$ cat config.mk
export PLATFORM = sky130hd
export DESIGN_NAME = mesh_out_arbiter
export DESIGN_NICKNAME = d
export VERILOG_FILES = /design/src/rtl/mesh_arb_pkg.sv /design/src/rtl/rr_arb_pick.sv /design/src/rtl/mesh_out_arbiter.sv
export SDC_FILE = /design/constraint.sdc
export NUM_CORES = 1
export LEC_CHECK = 0
export BUFFER_PORTS_ARGS = -buffer_cell sky130_fd_sc_hd__buf_4
export CELL_PAD_IN_SITES_DETAIL_PLACEMENT = 2
export CELL_PAD_IN_SITES_GLOBAL_PLACEMENT = 2
export CORE_MARGIN = 2
export CORE_UTILIZATION = 28
export DETAILED_ROUTE_END_ITERATION = 6
export PLACE_DENSITY_LB_ADDON = 0.1
export SLEW_MARGIN = 20
export SYNTH_ARGS = -nofsm -noshare
export SYNTH_HDL_FRONTEND = slang
export SYNTH_HIERARCHICAL = 1
export SYNTH_SLANG_ARGS = --single-unit
export TNS_END_PERCENT = 30
$ cat constraint.sdc
create_clock -name i_clk -period 12 [get_ports i_clk]
set_input_delay 1.8 -clock i_clk [delete_from_list [all_inputs] [get_ports i_clk]]
set_output_delay 1.8 -clock i_clk [all_outputs]
set_load 0.005 [all_outputs]
$ cat src/rtl/mesh_arb_pkg.sv
// ---------------------------------------------------------------------------
// mesh_arb_pkg
// Shared definitions for the mesh output-link arbiter: packet field offsets,
// the broadcast next-jump code and the output-register state type.
// Packet layout (MSB first): Nxtjp[8] | row[4] | colum[4] | mode[1] | payload
// ---------------------------------------------------------------------------
package mesh_arb_pkg;

    localparam int PCKG_SZ     = 40;

    localparam int NXTJP_MSB   = PCKG_SZ - 1;
    localparam int NXTJP_LSB   = PCKG_SZ - 8;
    localparam int ROW_MSB     = PCKG_SZ - 9;
    localparam int ROW_LSB     = PCKG_SZ - 12;
    localparam int COL_MSB     = PCKG_SZ - 13;
    localparam int COL_LSB     = PCKG_SZ - 16;
    localparam int MODE_BIT    = PCKG_SZ - 17;
    localparam int PAYLOAD_MSB = PCKG_SZ - 18;

    // Next-jump value marking a broadcast packet. The arbiter forwards it
    // like any other packet; it is kept here for neighbouring blocks.
    localparam logic [7:0] BDCST = 8'hFF;

    typedef enum logic {
        EMPTY = 1'b0,
        FULL  = 1'b1
    } arb_state_e;

    function automatic logic is_bdcst(input logic [PCKG_SZ-1:0] pkt);
        return pkt[NXTJP_MSB:NXTJP_LSB] == BDCST;
    endfunction

endpackage

$ cat src/rtl/rr_arb_pick.sv
// ---------------------------------------------------------------------------
// rr_arb_pick
// Combinational round-robin pick: finds the first set bit of i_req searching
// circularly from i_ptr+1.
//   i_req      N_IN   request vector
//   i_ptr      IDX_W  index of the previous winner
//   o_gnt      N_IN   one-hot grant (zero when nothing requests)
//   o_gnt_idx  IDX_W  winner index (0 when nothing requests)
//   o_any      1      at least one request
// ---------------------------------------------------------------------------
module rr_arb_pick #(
    parameter int N_IN  = 5,
    parameter int IDX_W = (N_IN > 1) ? $clog2(N_IN) : 1
) (
    input  logic [N_IN-1:0]  i_req,
    input  logic [IDX_W-1:0] i_ptr,
    output logic [N_IN-1:0]  o_gnt,
    output logic [IDX_W-1:0] o_gnt_idx,
    output logic             o_any
);
    import mesh_arb_pkg::*;

    logic [IDX_W-1:0]  w_start;
    logic [2*N_IN-1:0] w_dbl;
    logic [2*N_IN-1:0] w_rot;
    logic [IDX_W-1:0]  w_off;
    logic [IDX_W:0]    w_sum;

    always_comb begin
        // Search starts one past the last winner, wrapping at N_IN.
        w_start = (i_ptr == IDX_W'(N_IN - 1)) ? '0 : i_ptr + 1'b1;
        // Two copies side by side let a plain right shift act as a rotate.
        w_dbl   = {i_req, i_req};
        w_rot   = w_dbl >> w_start;
        // Descending scan so the lowest set offset is the last one written.
        w_off   = '0;
        for (int j = N_IN - 1; j >= 0; j--) begin
            if (w_rot[j]) w_off = IDX_W'(j);
        end
        w_sum   = {1'b0, w_start} + {1'b0, w_off};
        if (w_sum >= (IDX_W+1)'(N_IN)) w_sum = w_sum - (IDX_W+1)'(N_IN);
        o_any     = |i_req;
        o_gnt_idx = o_any ? w_sum[IDX_W-1:0] : '0;
        o_gnt     = '0;
        for (int i = 0; i < N_IN; i++) begin
            o_gnt[i] = o_any && (o_gnt_idx == IDX_W'(i));
        end
    end

endmodule

$ cat src/rtl/mesh_out_arbiter.sv
// ---------------------------------------------------------------------------
// mesh_out_arbiter
// Round-robin arbiter sharing one router output link among N_IN show-ahead
// input FIFOs. One packet is popped per grant into a one-entry output
// register; a full register can reload on the same edge it is consumed.
//   i_clk        clock, rising edge
//   i_reset      asynchronous reset, active low
//   i_en         arbitration enable (output register still drains when 0)
//   i_in_mask    N_IN, 1 excludes input i from arbitration
//   i_in_pndng   N_IN, FIFO i non-empty
//   i_in_data    N_IN*pckg_sz, head word of FIFO i at [i*pckg_sz +: pckg_sz]
//   o_in_pop     N_IN, one-hot pop to the granted FIFO (combinational)
//   o_out_pndng  output register valid
//   o_out_data   output register contents
//   i_out_pop    downstream consumes o_out_data this cycle
//   o_gnt_id     index of the last granted input
//   o_pkt_cnt    packets granted since reset, wrapping
//   o_stall_err  sticky: STALL_TO consecutive cycles valid without pop
// ---------------------------------------------------------------------------
module mesh_out_arbiter
    import mesh_arb_pkg::*;
#(
    parameter int N_IN     = 5,
    parameter int pckg_sz  = PCKG_SZ,
    parameter int STALL_TO = 64,
    parameter int CNT_W    = 16,
    localparam int GID_W   = (N_IN > 1) ? $clog2(N_IN) : 1,
    localparam int SC_W    = $clog2(STALL_TO + 1)
) (
    input  logic                    i_clk,
    input  logic                    i_reset,
    input  logic                    i_en,
    input  logic [N_IN-1:0]         i_in_mask,
    input  logic [N_IN-1:0]         i_in_pndng,
    input  logic [N_IN*pckg_sz-1:0] i_in_data,
    output logic [N_IN-1:0]         o_in_pop,
    output logic                    o_out_pndng,
    output logic [pckg_sz-1:0]      o_out_data,
    input  logic                    i_out_pop,
    output logic [GID_W-1:0]        o_gnt_id,
    output logic [CNT_W-1:0]        o_pkt_cnt,
    output logic                    o_stall_err
);

    arb_state_e         r_state;
    logic [pckg_sz-1:0] r_data;
    logic [GID_W-1:0]   r_ptr;
    logic [GID_W-1:0]   r_gnt_id;
    logic [CNT_W-1:0]   r_pkt_cnt;
    logic [SC_W-1:0]    r_stall_cnt;
    logic               r_stall_err;

    logic [N_IN-1:0]    w_req;
    logic [N_IN-1:0]    w_gnt;
    logic [GID_W-1:0]   w_gnt_idx;
    logic               w_any;
    logic               w_full;
    logic               w_can_load;
    logic               w_stalled;
    logic [pckg_sz-1:0] w_sel_data;

    assign w_req  = i_in_pndng & ~i_in_mask;
    assign w_full = (r_state == FULL);

    rr_arb_pick #(
        .N_IN  (N_IN),
        .IDX_W (GID_W)
    ) u_pick (
        .i_req     (w_req),
        .i_ptr     (r_ptr),
        .o_gnt     (w_gnt),
        .o_gnt_idx (w_gnt_idx),
        .o_any     (w_any)
    );

    // i_reset in the term keeps in_pop low while reset is held, so no FIFO
    // loses a word that the cleared output register would never carry.
    assign w_can_load = i_reset & i_en & w_any & (~w_full | i_out_pop);
    assign o_in_pop   = w_can_load ? w_gnt : '0;
    assign w_sel_data = i_in_data[w_gnt_idx*pckg_sz +: pckg_sz];
    assign w_stalled  = w_full & ~i_out_pop;

    // Output register FSM. A pop on an EMPTY register is simply ignored.
    always_ff @(posedge i_clk or negedge i_reset) begin
        if (!i_reset) begin
            r_state   <= EMPTY;
            r_data    <= '0;
            r_ptr     <= GID_W'(N_IN - 1);
            r_gnt_id  <= '0;
            r_pkt_cnt <= '0;
        end else begin
            case (r_state)
                EMPTY: begin
                    if (w_can_load) r_state <= FULL;
                end
                FULL: begin
                    if (i_out_pop && !w_can_load) r_state <= EMPTY;
                end
                default: r_state <= EMPTY;
            endcase
            if (w_can_load) begin
                r_data    <= w_sel_data;
                r_ptr     <= w_gnt_idx;
                r_gnt_id  <= w_gnt_idx;
                r_pkt_cnt <= r_pkt_cnt + 1'b1;
            end
        end
    end

    // Stall watchdog: counts consecutive held-but-unconsumed cycles and
    // saturates; the error flag latches on the cycle the count hits STALL_TO.
    always_ff @(posedge i_clk or negedge i_reset) begin
        if (!i_reset) begin
            r_stall_cnt <= '0;
            r_stall_err <= 1'b0;
        end else begin
            if (w_stalled) begin
                if (r_stall_cnt != SC_W'(STALL_TO)) r_stall_cnt <= r_stall_cnt + 1'b1;
                if (r_stall_cnt >= SC_W'(STALL_TO - 1)) r_stall_err <= 1'b1;
            end else begin
                r_stall_cnt <= '0;
            end
        end
    end

    assign o_out_pndng = w_full;
    assign o_out_data  = r_data;
    assign o_gnt_id    = r_gnt_id;
    assign o_pkt_cnt   = r_pkt_cnt;
    assign o_stall_err = r_stall_err;

endmodule

==> results of run 1 <==
flip-flops by register name, indices dropped and copies added, names as in the netlist:
signal and flops:
o_gnt_id 1, o_out_data 40, o_out_pndng 1, o_pkt_cnt 16, o_stall_err 1, r_ptr 3
r_stall_cnt 7
cell families after synthesis:
logic type	count (synthesis)	share of synthesized area (%)
XOR/XNOR	24	4.26
multiplexers	58	23.2
adder cells (fa/ha/maj)	10	2.69
AND/OR/NAND/NOR	120	12.8
buffers and inverters	41	4.56
flip-flops	69	35.0
AO/OA/AOI/OAI	101	17.5
per-stage QoR:
stage	cells	worst slack, ns	cell area [µm²]
after floorplan	423	4.90	4930
after global placement	902	4.01	7190
after detailed placement	902	3.64	7190
after CTS	918	3.63	7490
after global routing	918	3.22	7490
final	918	3.70	7490
layer usage:
metal | GRT usage (%) | vias to the layer above
li1 | - | 2122
met1 | 22.7 | 2321
met2 | 38.8 | 167
met3 | 5.07 | 15
met4 | 4.34 | 0
met5 | 0 | -
path summary, 6_finish.rpt:
kind                                            from                    endpoint  slack (ns)  cells past startpoint
min in group asynchronous                    i_reset   o_pkt_cnt[10]$_DFFE_PN0N_        1.73                      2
setup reg to reg                r_ptr[0]$_DFFE_PN0N_  o_out_data[31]$_DFFE_PN0N_        5.30                     21
setup / recovery                        i_in_mask[3]                 o_in_pop[3]        3.70                     19
max in group asynchronous                    i_reset   o_out_data[4]$_DFFE_PN0N_        9.64                      2
hold reg to reg            o_pkt_cnt[15]$_DFFE_PN0N_   o_pkt_cnt[15]$_DFFE_PN0N_        0.48                      1
hold / removal             o_pkt_cnt[15]$_DFFE_PN0N_   o_pkt_cnt[15]$_DFFE_PN0N_        0.48                      1
cell type report:
type | instances | area [µm²]
fill | 1841 | 9750
multi-input combinational | 313 | 3000
clock inverter | 4 | 47.5
sequential | 69 | 1730
clock buffer | 12 | 246
tap | 225 | 282
inverter | 9 | 33.8
timing repair buffer | 286 | 2150
cells in the final DEF (no fill, tap or decap), drive strengths merged, types with 9 or more instances in the layout:
master    n
ha        9
xnor2    14
nand3    12
a22oi    40
dfrtp    68
a21oi    45
buf     286
mux4     43
nand2    16
mux2i     9
inv       9
clkbuf   12
xor2     10
nor2     53
==> flow_summary_export.csv, run 1 <==
group,metric,value,unit
floorplanning,rows,48,
layout,utilization,43.4,%
layout,drive_gt1_share,59.0,%
synth,synth_commonest_cells,"dfrtp_1, nor2_1, a21oi_1, mux4_2, a22oi_2",
placement,port_buffers,279,
synth,synth_top_flop_cell,"dfrtp_1",
setup_path,cp_top_family,"compound AO/OA/AOI/OAI gates",
timing,clock_skew,0.00521,ns
clock_tree,post_cts_buffers,0,
synth,syn_inst,423,
layout,nets,912,
clock_tree,root_buffer,"clkbuf_16",
synth,yosysWarnings,6,
job,maxCapViolCount,0,
setup_path,crit_type,"input pin to primary output",
synth,syn_area,4930,µm²
global_route,grt_usage,20.4,%
layout,area_growth,51.7,%
synth,syn-num-nets,647,
synth,yosys.cell_types.count,51,
drt,dr_wl_met3,1370,µm
outcome,status,"completed",
drt,wl_met2,10600,µm
synth,ys_ff_latch,69,
synth,synth_edf_count,0,
timing,hold_ws,0.479,ns
global_route,grt_pass1_wl,28700,µm
floorplanning,coreArea,17200,µm²
setup_path,required,10.20,ns
placement,gp_congestion,0.751,
clock_tree,cts_buffer_depth,2,
layout,diodes,0,
clock_tree,clk_latency,0.33,ns
floorplanning,dieArea,18700,µm²
synth,yosys.area.top_type,"dfrtp_1",
setup_path,cp_max_fo,28,
timing,worst_pin_slew,0.954,ns
clock_tree,clock_sink_count,69,
synth,async_flop_share,100,%
clock_tree,clkTransAtPathRegs,0.05,ns
synth,synth-seq-area-share,35.0,%
timing,slew_headroom,36.4,%
timing,final-setup-viol-count,0,
clock_tree,hold_buffers,0,
global_route,grt_pass1_vias,5319,
hold_path,hp-class,"flip-flop to flip-flop",
floorplanning,num_io_pins,280,
setup_path,worstPathCellList,"buf_4, nor2b_1, mux2i_1, mux2_2, mux2_2, a21oi_1, fa_1, inv_1, ha_1, nor2b_1, o21bai_1, a211oi_1, o21ai_0, and3_4, a211oi_4, buf_4, nor3b_1, and2_1, buf_4",
drt,via_per_inst,5.04,
global_route,grt_antenna_before_repair,0,
clock_tree,numCtsBuffers,9,
timing,clock.fmax,121,MHz
floorplanning,die_h,137,µm
drt,wl_met1,7120,µm
setup_path,critPathMaxStageDelay,0.57,ns
drt,routed.top_layer,"met4",
setup_path,crit_path_end_kind,"primary output",
placement,dpl.hpwl,15100,µm
drt,post-route-drc-count,0,
synth,syn_avg_cell_area,11.7,µm²
drt,drtIter0Drc,104,
timing,hold_violations,0,
setup_path,cp_common_cell,"buf_4",
clock_tree,cts_resized,0,
timing,rsz0062_at_grt,"no",
setup_path,path_buf_inv,4,
drt,wirelength,19300,µm
clock_tree,htreeDepth,3,
timing,fin_tns_setup,0,ns
setup_path,crit_path_top_delay_cell,"a211oi_1",
synth,netlist_top_cells_area,"dfrtp_1, mux4_2, a22oi_2",
drt,via_count,4625,
drt,drtPass1Iterations,4,
floorplanning,start_util,28.6,%
synth,yosys.area.top_type_share,34.5,%
setup_path,start_kind,"input pin",
synth,synth_most_common_cell,"dfrtp_1",
drt,wl_per_cell,21.1,µm
setup_path,arrival,6.50,ns
timing,post-route-min-period,8.30,ns
clock_tree,cts_tree,"done",
timing,drv_slew,0,
floorplanning,die_w,137,µm
global_route,grt_max_degree,82,
drt,antenna_left,0,
timing,final.period_utilization,69.1,%
global_route,grt-ovfl-total,0,
Power of run 1 is left out: the tool's default activity adds up to more than one toggle a clock period on the data nets, which glitch-free logic cannot reach.
==> inputs of run 2 (changes only) <==
--- a/config.mk
+++ b/config.mk
@@ -9,7 +9,7 @@
 export CELL_PAD_IN_SITES_DETAIL_PLACEMENT = 2
 export CELL_PAD_IN_SITES_GLOBAL_PLACEMENT = 2
 export CORE_MARGIN = 2
-export CORE_UTILIZATION = 28
+export CORE_UTILIZATION = 26
 export DETAILED_ROUTE_END_ITERATION = 6
 export PLACE_DENSITY_LB_ADDON = 0.1
 export SLEW_MARGIN = 20
==> constraint.sdc (replaced) <==
create_clock -name i_clk -period 8.4 [get_ports i_clk]
set_input_delay 1.26 -clock i_clk [delete_from_list [all_inputs] [get_ports i_clk]]
set_output_delay 1.26 -clock i_clk [all_outputs]
set_load 0.005 [all_outputs]
==> run 2 against run 1 <==
Effect of this change: non-clock buffer count shrank 1; critical path type is now flip-flop to primary output; final cell count grew 0.87%; global-route usage shrank 1.7 points; flip-flop and latch count is the same; utilization shrank 3.2 points; clock skew grew 0.0012 ns; worst hold slack lost 0.0040 ns; sequential share of layout area shrank 0.069 points; via count shrank 1.5%; critical path depth grew 1; first-iteration DRC count shrank 23%; worst setup slack lost 2.6 ns.
==> flow_summary_export.csv, run 2 (synthesized netlist as in run 1, its figures left out) <==
group,metric,value,unit
layout,fillers,1995,
timing,worst_pin_slew,0.935,ns
timing,hold_violations,0,
layout,final_cell_mix,"buf_4, dfrtp_1, nor2_1",
floorplanning,coreArea,18600,µm²
timing,fin_tns_setup,0,ns
drt,drtPass1Iterations,4,
clock_tree,htreeDepth,3,
timing,final.period_utilization,86.5,%
setup_path,critPathMaxStageDelay,0.60,ns
setup_path,r2r_start,"r_ptr[0]$_DFFE_PN0N_",
drt,wl_met1,6990,µm
timing,drv_slew,0,
clock_tree,clock_sink_count,69,
layout,seq_area,1730,µm²
setup_path,cp_top_family,"compound AO/OA/AOI/OAI gates",
setup_path,crit_type,"flip-flop to primary output",
clock_tree,cts_tree,"done",
drt,wl_per_cell,20.2,µm
placement,dpl.hpwl,14900,µm
setup_path,crit_path_end_kind,"primary output",
timing,post-route-min-period,7.27,ns
layout,nets,911,
timing,clock.fmax,138,MHz
drt,post-route-drc-count,0,
setup_path,worstPathCellList,"inv_1, ha_1, a21oi_4, mux2i_1, mux4_2, nand2_1, a21oi_1, fa_1, inv_1, ha_1, nor2b_1, o21bai_1, a211oi_1, o21ai_0, and3_4, a211oi_4, buf_4, nor4b_2, and2_1, buf_4",
timing,clock_skew,0.00640,ns
clock_tree,cts_buffer_depth,2,
setup_path,path_buf_inv,4,
global_route,grt-ovfl-total,0,
outcome,status,"completed",
setup_path,arrival,6.01,ns
global_route,grt_pass1_wl,28900,µm
clock_tree,hold_buffers,0,
timing,rsz0062_at_grt,"no",
drt,dr_wl_met3,1210,µm
layout,multi_input_area,3000,µm²
setup_path,cp.depth,20,
setup_path,cp_max_fo,14,
setup_path,required,7.14,ns
drt,via_per_inst,4.92,
drt,antenna_left,0,
global_route,grt_antenna_before_repair,0,
setup_path,reg2reg_depth,21,
timing,final-setup-viol-count,0,
floorplanning,start_util,26.5,%
clock_tree,numCtsBuffers,9,
floorplanning,die_h,142,µm
floorplanning,dieArea,20100,µm²
setup_path,crit_path_top_delay_cell,"a211oi_1",
setup_path,reg2reg_to,"o_out_data[31]$_DFFE_PN0N_",
floorplanning,num_io_pins,280,
hold_path,hp-class,"flip-flop to flip-flop",
floorplanning,die_w,142,µm
global_route,grt_usage,18.7,%
setup_path,crit_path_end,"o_in_pop[4]",
drt,wl_met2,10300,µm
clock_tree,post_cts_buffers,0,
layout,area_growth,52.2,%
drt,routed.top_layer,"met4",
clock_tree,clkTransAtPathRegs,0.06,ns
floorplanning,rows,50,
layout,final_common_cell,"buf_4",
job,maxCapViolCount,0,
drt,drtIter0Drc,80,
placement,gp_congestion,0.739,
setup_path,setup.worst_path.start,"r_ptr[0]$_DFFE_PN0N_",
clock_tree,root_buffer,"clkbuf_16",
clock_tree,cts_resized,0,
layout,largest_reg_flops,40,
setup_path,start_kind,"flip-flop",
drt,via_count,4555,
setup_path,ff2ff_setup_slack,1.62,ns
global_route,grt_pass1_vias,5232,
layout,diodes,0,
global_route,grt_max_degree,71,
drt,wirelength,18700,µm
clock_tree,clk_latency,0.33,ns
timing,slew_headroom,37.5,%
placement,port_buffers,279,
layout,drive_gt1_share,59.1,%
-- run 2: worst min path at each step --
stage / startpoint / to / slack (ns) / cells after the start
CTS: o_stall_err$_DFFE_PN0P_ / o_stall_err$_DFFE_PN0P_ / 0.48 / 1
floorplan: o_stall_err$_DFFE_PN0P_ / o_stall_err$_DFFE_PN0P_ / 0.46 / 1
global route: o_stall_err$_DFFE_PN0P_ / o_stall_err$_DFFE_PN0P_ / 0.51 / 1
detailed placement: o_stall_err$_DFFE_PN0P_ / o_stall_err$_DFFE_PN0P_ / 0.46 / 1
global placement: o_stall_err$_DFFE_PN0P_ / o_stall_err$_DFFE_PN0P_ / 0.45 / 1
finish: o_stall_err$_DFFE_PN0P_ / o_stall_err$_DFFE_PN0P_ / 0.47 / 1
-- run 2: layer usage --
layer  GRT usage [%]  vias to the layer above
li1                -                     2118
met1            20.9                     2261
met2            35.4                      162
met3            4.72                       14
met4            4.37                        0
met5               0                        -
-- run 2: final cells by class --
type	count	share of cell area, %
clock inverters	3	0.567
inverters	9	0.450
well taps	234	3.90
clock buffers	13	3.60
flip-flops and latches	69	23.0
multi-input cells	313	40.0
repair buffers	285	28.5
-- run 2: per-stage QoR --
stage	util (%)	hold slack [ns]	area [µm²]	setup slack [ns]	std cells
final	40.3	0.475	7510	1.13	926
after floorplan	-	0.459	4930	2.38	423
after CTS	40.3	0.476	7510	1.02	926
after global placement	38.6	0.453	7200	1.59	910
after detailed placement	38.6	0.458	7200	1.11	910
after global routing	40.3	0.508	7510	0.660	926
Power of run 2 is left out for the same reason.
